[config.mk]
export PLATFORM = sky130hd
export DESIGN_NAME = rst_watchdog
export DESIGN_NICKNAME = d
export VERILOG_FILES = /design/src/rtl/rst_watchdog_pkg.sv /design/src/rtl/rst_watchdog.sv
export SDC_FILE = /design/constraint.sdc
export NUM_CORES = 1
export LEC_CHECK = 0
export CELL_PAD_IN_SITES_DETAIL_PLACEMENT = 1
export CELL_PAD_IN_SITES_GLOBAL_PLACEMENT = 1
export CORE_MARGIN = 3
export CORE_UTILIZATION = 40
export CTS_CLUSTER_SIZE = 8
export DETAILED_ROUTE_END_ITERATION = 8
export GPL_ROUTABILITY_DRIVEN = 0
export HOLD_SLACK_MARGIN = 0.15
export MAX_ROUTING_LAYER = met4
export PLACE_DENSITY_LB_ADDON = 0.1
export SETUP_SLACK_MARGIN = 0.2
export SYNTH_ARGS = -nofsm -noshare
export SYNTH_HDL_FRONTEND = slang
export SYNTH_SLANG_ARGS = --single-unit
[constraint.sdc]
create_clock -name CLK -period 4.36 [get_ports CLK]
set_clock_uncertainty 0.15 [all_clocks]
set_input_delay 0.872 -clock CLK [delete_from_list [all_inputs] [get_ports CLK]]
set_output_delay 0.872 -clock CLK [all_outputs]
set_load 0.02 [all_outputs]
[src/rtl/rst_watchdog_pkg.sv]
// -----------------------------------------------------------------------------
// rst_watchdog_pkg
// Shared types and constants for the reset-request watchdog.
//   wd_state_e     : 2-bit FSM state encoding (DISABLED, RUN, WARN, FIRE).
//   WD_KEY_DEFAULT : default value a kick must carry to be accepted.
// -----------------------------------------------------------------------------
package rst_watchdog_pkg;

    typedef enum logic [1:0] {
        ST_DISABLED = 2'd0,
        ST_RUN      = 2'd1,
        ST_WARN     = 2'd2,
        ST_FIRE     = 2'd3
    } wd_state_e;

    localparam logic [7:0] WD_KEY_DEFAULT = 8'hA5;

endpackage : rst_watchdog_pkg

[src/rtl/rst_watchdog.sv]
// -----------------------------------------------------------------------------
// rst_watchdog
// Keyed watchdog timer that produces an active-low reset request. Software
// loads a timeout and enables the block, then must kick it with the correct
// key before the count runs out. On expiry or on a kick with a wrong key the
// block pulls RST_REQ_X low for HOLD_CYC cycles, latches TIMEOUT_SEEN and
// rearms itself with the last loaded timeout.
//
// RST_X must be driven from the power-on reset path, not from the system
// reset this block requests, otherwise TIMEOUT_SEEN would be wiped by the
// very reset it is meant to record.
//
// Ports
//   CLK          in   system clock
//   RST_X        in   synchronous active-low reset
//   CFG_WE       in   config write strobe
//   CFG_EN       in   enable bit, sampled with CFG_WE
//   CFG_TIMEOUT  in   timeout value T, sampled with CFG_WE
//   KICK         in   kick strobe
//   KICK_KEY     in   kick key, sampled with KICK
//   CLR_FLAG     in   clears TIMEOUT_SEEN
//   RST_REQ_X    out  registered active-low reset request
//   WARN         out  registered, high while in the WARN state
//   TIMEOUT_SEEN out  sticky flag, set on every fire
//   CNT_O        out  current count
// -----------------------------------------------------------------------------
module rst_watchdog
    import rst_watchdog_pkg::*;
#(
    parameter int unsigned CNT_W    = 24,
    parameter int unsigned HOLD_CYC = 16,
    parameter logic [7:0]  KEY      = WD_KEY_DEFAULT
) (
    input  logic             CLK,
    input  logic             RST_X,
    input  logic             CFG_WE,
    input  logic             CFG_EN,
    input  logic [CNT_W-1:0] CFG_TIMEOUT,
    input  logic             KICK,
    input  logic [7:0]       KICK_KEY,
    input  logic             CLR_FLAG,
    output logic             RST_REQ_X,
    output logic             WARN,
    output logic             TIMEOUT_SEEN,
    output logic [CNT_W-1:0] CNT_O
);

    // The hold counter only has to reach HOLD_CYC-1.
    localparam int unsigned       HOLD_W    = (HOLD_CYC > 1) ? $clog2(HOLD_CYC) : 1;
    localparam logic [HOLD_W-1:0] HOLD_INIT = HOLD_W'(HOLD_CYC - 1);
    localparam logic [HOLD_W-1:0] HOLD_ZERO = {HOLD_W{1'b0}};
    localparam logic [HOLD_W-1:0] HOLD_ONE  = {{(HOLD_W-1){1'b0}}, 1'b1};
    localparam logic [CNT_W-1:0]  CNT_ZERO  = {CNT_W{1'b0}};
    localparam logic [CNT_W-1:0]  CNT_ONE   = {{(CNT_W-1){1'b0}}, 1'b1};

    wd_state_e         state_q, state_d;
    logic [CNT_W-1:0]  cnt_q, cnt_d;
    logic [CNT_W-1:0]  load_q, load_d;
    logic [HOLD_W-1:0] hold_q, hold_d;
    logic              rst_req_x_q, rst_req_x_d;
    logic              warn_q, warn_d;
    logic              seen_q, seen_d;

    logic              cfg_zero_s;
    logic              cfg_arm_s;
    logic              cfg_disarm_s;
    logic              kick_good_s;
    logic              kick_bad_s;
    logic [CNT_W-1:0]  cnt_dec_s;
    logic [CNT_W-1:0]  warn_lvl_s;
    logic              fire_entry_s;

    // Decode of the config and kick strobes plus counter arithmetic.
    always_comb begin
        cfg_zero_s   = (CFG_TIMEOUT == CNT_ZERO);
        // An enable write with T=0 is handled exactly like a disable write.
        cfg_arm_s    = CFG_WE & CFG_EN & ~cfg_zero_s;
        cfg_disarm_s = CFG_WE & (~CFG_EN | cfg_zero_s);
        kick_good_s  = KICK & (KICK_KEY == KEY);
        kick_bad_s   = KICK & (KICK_KEY != KEY);
        cnt_dec_s    = cnt_q - CNT_ONE;
        warn_lvl_s   = load_q >> 1;
    end

    // Next-state, counter, hold stretcher and output logic.
    always_comb begin
        state_d      = state_q;
        cnt_d        = cnt_q;
        load_d       = load_q;
        hold_d       = hold_q;
        rst_req_x_d  = rst_req_x_q;
        warn_d       = warn_q;
        seen_d       = seen_q;
        fire_entry_s = 1'b0;

        case (state_q)
            ST_DISABLED: begin
                rst_req_x_d = 1'b1;
                warn_d      = 1'b0;
                if (cfg_arm_s) begin
                    load_d  = CFG_TIMEOUT;
                    cnt_d   = CFG_TIMEOUT;
                    state_d = ST_RUN;
                end else begin
                    // Count is pinned at zero; kicks and disables change nothing.
                    cnt_d   = CNT_ZERO;
                    state_d = ST_DISABLED;
                end
            end

            ST_RUN, ST_WARN: begin
                rst_req_x_d = 1'b1;
                if (cfg_disarm_s) begin
                    cnt_d   = CNT_ZERO;
                    warn_d  = 1'b0;
                    state_d = ST_DISABLED;
                end else if (cfg_arm_s) begin
                    load_d  = CFG_TIMEOUT;
                    cnt_d   = CFG_TIMEOUT;
                    warn_d  = 1'b0;
                    state_d = ST_RUN;
                end else if (kick_bad_s) begin
                    fire_entry_s = 1'b1;
                end else if (kick_good_s) begin
                    // Checked before expiry, so a kick at cnt==0 still rescues.
                    cnt_d   = load_q;
                    warn_d  = 1'b0;
                    state_d = ST_RUN;
                end else if (cnt_q == CNT_ZERO) begin
                    fire_entry_s = 1'b1;
                end else begin
                    cnt_d = cnt_dec_s;
                    if (cnt_dec_s <= warn_lvl_s) begin
                        warn_d  = 1'b1;
                        state_d = ST_WARN;
                    end else begin
                        warn_d  = 1'b0;
                        state_d = ST_RUN;
                    end
                end
            end

            ST_FIRE: begin
                // Config writes and kicks are deliberately not looked at here.
                warn_d = 1'b0;
                if (hold_q == HOLD_ZERO) begin
                    rst_req_x_d = 1'b1;
                    cnt_d       = load_q;
                    state_d     = ST_RUN;
                end else begin
                    rst_req_x_d = 1'b0;
                    hold_d      = hold_q - HOLD_ONE;
                    state_d     = ST_FIRE;
                end
            end

            default: begin
                state_d     = ST_DISABLED;
                cnt_d       = CNT_ZERO;
                hold_d      = HOLD_ZERO;
                rst_req_x_d = 1'b1;
                warn_d      = 1'b0;
            end
        endcase

        if (fire_entry_s) begin
            state_d     = ST_FIRE;
            rst_req_x_d = 1'b0;
            hold_d      = HOLD_INIT;
            warn_d      = 1'b0;
        end else begin
            state_d     = state_d;
        end

        // A fire on the same cycle as a clear request leaves the flag set.
        if (fire_entry_s) begin
            seen_d = 1'b1;
        end else if (CLR_FLAG) begin
            seen_d = 1'b0;
        end else begin
            seen_d = seen_q;
        end
    end

    // State and datapath registers with synchronous active-low reset.
    always_ff @(posedge CLK) begin
        if (!RST_X) begin
            state_q     <= ST_DISABLED;
            cnt_q       <= CNT_ZERO;
            load_q      <= CNT_ZERO;
            hold_q      <= HOLD_ZERO;
            rst_req_x_q <= 1'b1;
            warn_q      <= 1'b0;
            seen_q      <= 1'b0;
        end else begin
            state_q     <= state_d;
            cnt_q       <= cnt_d;
            load_q      <= load_d;
            hold_q      <= hold_d;
            rst_req_x_q <= rst_req_x_d;
            warn_q      <= warn_d;
            seen_q      <= seen_d;
        end
    end

    assign RST_REQ_X    = rst_req_x_q;
    assign WARN         = warn_q;
    assign TIMEOUT_SEEN = seen_q;
    assign CNT_O        = cnt_q;

endmodule : rst_watchdog

Word-level counts from Yosys, hierarchy flattened. Index checks and enable logic that the tools add are counted.

Flip-flop bits (word level): 57. Input bits: 38. Output and inout bits: 27.

$add $sub $neg: 2. Reduce and logical (&&, ||, !) cells: 16. Multiplexer cells: 42. Bitwise gates (word level): 9. Order comparisons: 1. Equality and inequality tests: 12.

Operator list (count): 2-to-1 mux 24 bit (9); case mux 24 bit (3 select lines) (1); logical NOT 24 bit (2); case mux 24 bit (2 select lines) (1); <= comparator 24 x 23 -> 1 bit (1); subtractor 24 x 1 -> 24 bit (second input constant) (1); 2-to-1 mux 1 bit (17); 2-to-1 mux 2 bit (8); 2-to-1 mux 4 bit (3); != test 5 bit (second input constant) (2); == test 8 bit (second input constant) (1); != test 8 bit (second input constant) (1); AND reduction 2 bit (4); != test 2 bit (second input constant) (3); != test 6 bit (second input constant) (1); case mux 2 bit (3 select lines) (1); nonzero test 2 bit (3); OR reduction 2 bit (3); bitwise AND 1 bit (5); == test 2 bit (second input constant) (2); logical NOT 4 bit (1); != test 4 bit (second input constant) (1); case mux 1 bit (2 select lines) (2); subtractor 4 x 1 -> 4 bit (second input constant) (1); other kinds (6) (8).

Longest topological paths before layout. Gate-level depths: netlist (run 1).

Word-level depth: 10. Depth in mapped cells: 15. Depth with buffers taken out: 13.

Least setup slack after synthesis (run 1). Ideal clock, no wire load.

Path type: reg2reg. Start: register cnt_q[0], in the netlist CNT_O[0]. End: register warn_q, in the netlist WARN. Stages on the path, launching flop included: 16. Clock period less this slack: 3452 ps. Arrival time: 3185 ps. Data required time: 4094 ps. Setup slack: 908 ps. Cells stage by stage: dfxtp_1 > inv_1 > ha_1 > or4b_1 > buf_2 > or2_1 > buf_6 > nor3_1 > xor2_1 > ha_1 > nand3_1 > nor4_1 > o21ai_0 > a21oi_1 > nor3_1 > and4_1.

Longest elaborated chain between the ends: 9. Elaborated cells between the ends (all ways): 19. Those cells by class: add/sub: 1; order compare: 1; eq/ne: 1; mux: 13; reduce/logical: 3.

Ends and longest elaborated chain: from (decl) (RTL line rst_watchdog.sv:57) `logic [CNT_W-1:0] cnt_q, cnt_d;`; from (signal assigned) (RTL line rst_watchdog.sv:197) `cnt_q <= cnt_d;`; subtractor 24 x 1 -> 24 bit (RTL line rst_watchdog.sv:81) `cnt_dec_s = cnt_q - CNT_ONE;`; <= comparator 24 x 23 -> 1 bit (RTL line rst_watchdog.sv:133) `if (cnt_dec_s <= warn_lvl_s) begin`; 2-to-1 mux 1 bit (RTL line rst_watchdog.sv:133); 2-to-1 mux 1 bit (RTL line rst_watchdog.sv:129) `end else if (cnt_q == CNT_ZERO) begin`; 2-to-1 mux 1 bit (RTL line rst_watchdog.sv:124) `end else if (kick_good_s) begin`; 2-to-1 mux 1 bit (RTL line rst_watchdog.sv:122) `end else if (kick_bad_s) begin`; 2-to-1 mux 1 bit (RTL line rst_watchdog.sv:117) `end else if (cfg_arm_s) begin`; 2-to-1 mux 1 bit (RTL line rst_watchdog.sv:113) `if (cfg_disarm_s) begin`; case mux 1 bit (2 select lines) (RTL line rst_watchdog.sv:96) `case (state_q)`; to (signal assigned) (RTL line rst_watchdog.sv:201) `warn_q <= warn_d;`; to (decl) (RTL line rst_watchdog.sv:61) `logic warn_q, warn_d;`.

Several ways; a longest one is shown, not always the timed one. The select of a mux whose other input is x is not followed. A chain may end at the register's enable or synchronous reset.

Worst setup path in the final report (run 1).
Start: register cnt_q[0], in the netlist CNT_O[0]. End: register state_q[0].

Longest elaborated chain between the ends: 10. Elaborated cells between the ends (all ways): 20. Those cells by class: add/sub: 1; order compare: 1; eq/ne: 2; mux: 14; reduce/logical: 2.

Ends and longest elaborated chain: subtractor 24 x 1 -> 24 bit (RTL line rst_watchdog.sv:81); <= comparator 24 x 23 -> 1 bit (RTL line rst_watchdog.sv:133); 2-to-1 mux 2 bit (RTL line rst_watchdog.sv:133); 2-to-1 mux 2 bit (RTL line rst_watchdog.sv:129); 2-to-1 mux 2 bit (RTL line rst_watchdog.sv:124); 2-to-1 mux 2 bit (RTL line rst_watchdog.sv:122); 2-to-1 mux 2 bit (RTL line rst_watchdog.sv:117); 2-to-1 mux 2 bit (RTL line rst_watchdog.sv:113); case mux 2 bit (3 select lines) (RTL line rst_watchdog.sv:96); 2-to-1 mux 2 bit (RTL line rst_watchdog.sv:166) `if (fire_entry_s) begin`; to (signal assigned) (RTL line rst_watchdog.sv:196) `state_q <= state_d;`; to (decl) (RTL line rst_watchdog.sv:56) `wd_state_e state_q, state_d;`.

Several ways; a longest one is shown, not always the timed one. The select of a mux whose other input is x is not followed.

==> results of run 1 <==
==> state kept, by name, indices dropped and copies added (netlist names) <==
signal / cells
RST_REQ_X: 1
TIMEOUT_SEEN: 1
WARN: 1
load_q: 24
state_q: 2
hold_q: 4
CNT_O: 24
==> logic make-up (layout without fill, tap and decap cells) <==
group / Yosys count / after routing / synth area share (%)
adders and majority gates: 28 / 28 / 9.18
buffers and inverters: 58 / 128 / 6.46
AOI/OAI and AO/OA: 119 / 119 / 22.7
muxes: 24 / 24 / 6.30
and+or+nand+nor: 161 / 161 / 20.9
xor gates and xnor gates: 20 / 20 / 4.59
DFF: 57 / 57 / 29.9
==> cell usage in the layout (no fill, tap or decap), drive strengths merged, types with 10 or more instances in the layout <==
| cell type | Yosys | routed |
|---|---|---|
| nand3 | 13 | 13 |
| xor2 | 13 | 13 |
| nand2 | 33 | 33 |
| mux2i | 24 | 24 |
| o21ai | 20 | 20 |
| a21oi | 21 | 21 |
| clkbuf | 12 | 10 |
| inv | 36 | 36 |
| nor4 | 16 | 16 |
| a22oi | 21 | 21 |
| clkdlybuf4s50 | 0 | 64 |
| nor3 | 12 | 12 |
| buf | 9 | 12 |
| dfxtp | 57 | 57 |
| a221o | 11 | 11 |
| nor2 | 48 | 48 |
| ha | 28 | 28 |
==> routing by layer <==
layer | GRT usage [%] | routed length (um) | vias up
met5 | - | 0 | -
met4 | 8.26 | 274 | 0
met3 | 4.36 | 939 | 29
met2 | 42.8 | 6330 | 141
met1 | 33.7 | 5950 | 1955
li1 | - | - | 1858
==> power groups by stage <==
stage	logic [mW]	registers, mW	clock network (mW)
global placement	1.84	0.715	0
floorplan	1.30	0.739	0
global route	2.19	0.729	0.490
CTS	1.92	0.709	0.467
finish	1.97	0.710	0.458
detailed placement	1.90	0.720	0
==> worst max-delay path, stage by stage (launching register included) <==
cell,delay [ps]
dfxtp_1,370
inv_1,140
ha_1,220
or4b_4,550
or2_4,330
o21ai_0,330
o21ai_0,200
ha_1,350
nand4_1,120
nor4_2,250
o21ai_0,140
a21oi_1,250
nor4_1,90
a211oi_1,240
==> area by class of cell <==
cell class	count	area [sq um]	area share, %
clock buffer	10	138	2.86
clock inverter	5	32.5	0.677
inverter	37	139	2.89
multi-input combinational	352	2460	51.2
sequential	57	1140	23.7
tap	129	161	3.36
timing repair buffer	76	731	15.2
==> path summary, 6_finish.rpt <==
kind | end | slack, ps | startpoint
min reg2reg | TIMEOUT_SEEN | 350 | TIMEOUT_SEEN
min | TIMEOUT_SEEN | 350 | TIMEOUT_SEEN
max reg2reg | state_q[0] | 530 | CNT_O[0]
max | state_q[0] | 530 | CNT_O[0]
==> timing repair <==
action / CTS / global route
setup endpoints to repair: 0 / 3
hold endpoints to repair: 0 / 0
gates resized for setup: 0 / 5
==> impl_metrics.json, run 1 <==
{
  "status": "finished, final reports clean",
  "wire_per_inst_um": 20.3,
  "final_cell_area_sq_mm": 0.00480,
  "setup_slack_ps": 535,
  "cp_data_required_time_ps": 4460,
  "powerDensity_mw_per_mm2": 653,
  "diodes": 0,
  "viasPerCell": 5.98,
  "yosysWarnings": 0,
  "cts_buffers": 9,
  "holdPathStages": 2,
  "ys_seq_area_share_pct": 29.9,
  "comb_power_share_pct": 62.8,
  "synthTopCellsByArea": "dfxtp_1 30%, ha_1 9.2%, mux2i_1 6.3%",
  "io_buffers": 64,
  "fin_cells": 666,
  "hold_class": "register to register",
  "nets": 599,
  "grt_first_pass_wirelength_um": 22400,
  "setup_viol": 0,
  "utilization_pct": 52.0,
  "internal_power_mw": 1.63,
  "cts_hold_buf": 0,
  "io_pins": 65,
  "synth_edf_count": 0,
  "clock-sinks": 57,
  "netlist_area_sq_mm": 0.00381,
  "remaining_drc_errors": 0,
  "drt_iter0_drc": 197,
  "drv_slew": 0,
  "grt_max_degree": 21,
  "clock_path_buffers": 2,
  "fill_cells": 1130,
  "synth_seq_cells": 57,
  "initial_core_util_pct": 41.3,
  "synth_ff_type": "dfxtp_1",
  "fin_hold_ws_ps": 346,
  "vdd_drop_max_mv": 0.225,
  "leakagePower_nw": 1.78,
  "clkTransAtPathRegs_ps": 70,
  "grt_overflow": 0,
  "synth_top_cell_area_share_pct": 29.9,
  "core_area_sq_mm": 0.00924,
  "dpl.cell_count": 651,
  "drv_cap": 0,
  "worst_slew_pin_slew_ps": 967,
  "cts_max_level": 3,
  "synthCells": 467,
  "fin_crit_sh_pct": 87.7,
  "power_mw": 3.14,
  "rsz0062_at_grt": "no",
  "dr.pass1.iters": 4,
  "yosysUniqueCellTypes": 54,
  "synth_area_per_cell_sq_um": 8.17,
  "start_kind": "register",
  "postRouteAntennaNets": 0,
  "critPathKind": "register to register",
  "pre_cts_ws_ps": 311,
  "reg2reg_depth": 13,
  "grtUsageTotal_pct": 26.3,
  "die_y_um": 104,
  "tns_ps": 0,
  "synth_top_cell_by_area": "dfxtp_1",
  "die_area_sq_mm": 0.0107,
  "rows": 35,
  "insertion_delay_ps": 350,
  "async_reset_ff_share_pct": 0,
  "period_needed_ps": 3830,
  "p_clk_share_pct": 14.6,
  "seq_power_share_pct": 22.6,
  "synth.most_common_cell": "dfxtp_1",
  "cts_setup_buffers": 0,
  "place_area_sq_mm": 0.00461,
  "slew_headroom_pct": 35.5,
  "fmax_mhz": 261,
  "dp_hpwl_um": 9730,
  "drive_above_1_share_pct": 7.26,
  "endpoint_kind": "register",
  "crit_path_max_fanout": 7,
  "wirelength_um": 13500,
  "switching_share_pct": 48.0,
  "die_w_um": 104,
  "vias": 3983,
  "hold_viol_final": 0,
  "synthTopCellsByCount": "57 x dfxtp_1, 48 x nor2_1, 36 x inv_1",
  "antenna_found_initial": 0,
  "first_global_vias": 4304,
  "syn_to_final_growth_pct": 25.9,
  "power_switching_mw": 1.51,
  "syn-num-nets": 533,
  "cts-root-buf": "clkbuf_8",
  "cts_tree": "built",
  "arrival_ps": 3930
}
Note: power is estimated with default switching activity, not from simulation.
==> run 2, diff against run 1 <==
Settings changed: SLEW_MARGIN set to 40.
==> run 2 against run 1 <==
- first-iteration DRC count rose by 6.1%
- sequential power barely moved
- global-route usage fell by 0.52 points
- critical path type unchanged
- largest cell class unchanged
- largest power group unchanged
- highest routed layer unchanged
==> impl_metrics.json, run 2 (same netlist as run 1, synthesis figures left out) <==
{
  "status": "finished, final reports clean",
  "seq_power_share_pct": 22.4,
  "viasPerCell": 5.96,
  "die_y_um": 104,
  "nets": 599,
  "remaining_drc_errors": 0,
  "switching_share_pct": 47.0,
  "cpMaxStageDelayCell": "or4b_1",
  "powerDensity_mw_per_mm2": 659,
  "comb_power_share_pct": 61.4,
  "hold_viol_final": 0,
  "power_switching_mw": 1.50,
  "wire_per_inst_um": 20.2,
  "slew_headroom_pct": 49.2,
  "setup_slack_ps": 391,
  "grtUsageTotal_pct": 25.8,
  "io_buffers": 64,
  "rows": 35,
  "period_needed_ps": 3970,
  "p_clk_share_pct": 16.2,
  "drv_slew": 0,
  "rsz0062_at_grt": "no",
  "setup_viol": 0,
  "pre_cts_ws_ps": 324,
  "diodes": 0,
  "crit_path_max_incr_delay_ps": 630,
  "clkTransAtPathRegs_ps": 70,
  "endpoint_kind": "register",
  "antenna_found_initial": 0,
  "core_area_sq_mm": 0.00924,
  "initial_core_util_pct": 41.3,
  "power_mw": 3.18,
  "tns_ps": 0,
  "crit_path_cell_trace": "inv_1, ha_1, or4b_1, or2_4, nor3_1, xor2_1, ha_1, nand3_1, nor4_2, o21ai_0, a21oi_1, nor4_1, a211oi_1",
  "fin_hold_ws_ps": 350,
  "clock-sinks": 57,
  "drv_cap": 0,
  "cts_buffers": 9,
  "wirelength_um": 13500,
  "clock_path_buffers": 2,
  "fmax_mhz": 252,
  "internal_power_mw": 1.69,
  "mostFrequentLayoutCells": "64 x clkdlybuf4s50_1, 57 x dfxtp_1, 47 x nor2_1, 36 x inv_1, 33 x nand2_1",
  "postRouteAntennaNets": 0,
  "insertion_delay_ps": 350,
  "fin_crit_sh_pct": 91.0,
  "grt_first_pass_wirelength_um": 22000,
  "die_w_um": 104,
  "cts_max_level": 3,
  "cts_tree": "built",
  "crit_path_max_fanout": 7,
  "worst_slew_pin_slew_ps": 762,
  "dpl.cell_count": 651,
  "drive_above_1_share_pct": 7.06,
  "critPathKind": "register to register",
  "grt_max_degree": 21,
  "die_area_sq_mm": 0.0107,
  "drt_iter0_drc": 209,
  "vdd_drop_max_mv": 0.236,
  "dr.pass1.iters": 4,
  "syn_to_final_growth_pct": 26.7,
  "hold_class": "register to register",
  "final_common_cell": "clkdlybuf4s50_1",
  "io_pins": 65,
  "leakagePower_nw": 1.80,
  "first_global_vias": 4252,
  "cp_data_required_time_ps": 4460,
  "place_area_sq_mm": 0.00462,
  "dp_hpwl_um": 9760,
  "grt_overflow": 0,
  "final_cell_area_sq_mm": 0.00483,
  "start_kind": "register",
  "cts-root-buf": "clkbuf_8",
  "arrival_ps": 4070,
  "vias": 3975,
  "utilization_pct": 52.3,
  "fin_cells": 667,
  "crit_top_cell": "ha_1"
}
## run 2: timing repair
action                                  in CTS  in global routing
endpoints found under the setup margin       0                  3
hold buffers                                 0                  0
setup buffers                                0                  0
resized for setup                            0                  5
## run 2: path summary, 6_finish.rpt
path / from / depth (start not counted) / endpoint / slack [ps]
setup reg to reg: CNT_O[0] / 13 / state_q[0] / 390
setup / recovery: CNT_O[0] / 13 / state_q[0] / 390
hold reg to reg: TIMEOUT_SEEN / 2 / TIMEOUT_SEEN / 350
hold / removal: TIMEOUT_SEEN / 2 / TIMEOUT_SEEN / 350
## run 2: per-layer routing
metal  GRT usage (%)  vias to the layer above  routed length (um)
met5               -                        -                   0
met4            9.78                        0                 259
met3            3.18                       24                 764
met2            41.4                      126                6410
met1            33.4                     1963                6070
li1                -                     1862                   -
## run 2: critical path: cells and delay by family, from the launching register on
kind / cells / cell delay, ps
compound gates: 3 / 640
simple gates: 6 / 1910
xor+xnor: 1 / 140
buf+inv: 1 / 150
fa+ha+maj: 2 / 510
flops: 1 / 370
## run 2: power groups by stage
stage | combinational, mW | sequential, mW | clock, mW
after floorplan | 1.30 | 0.739 | 0
after global placement | 1.84 | 0.715 | 0
after detailed placement | 1.90 | 0.721 | 0
after CTS | 1.91 | 0.710 | 0.532
after global routing | 2.17 | 0.730 | 0.552
final | 1.95 | 0.713 | 0.517
## run 2: final cells by class
cell class	count	area, sq um
multi-input combinational	352	2460
sequential	57	1140
inverter	37	139
clock buffer	11	141
clock inverter	5	55.1
fill	1116	4410
timing repair buffer	76	731
tap	129	161
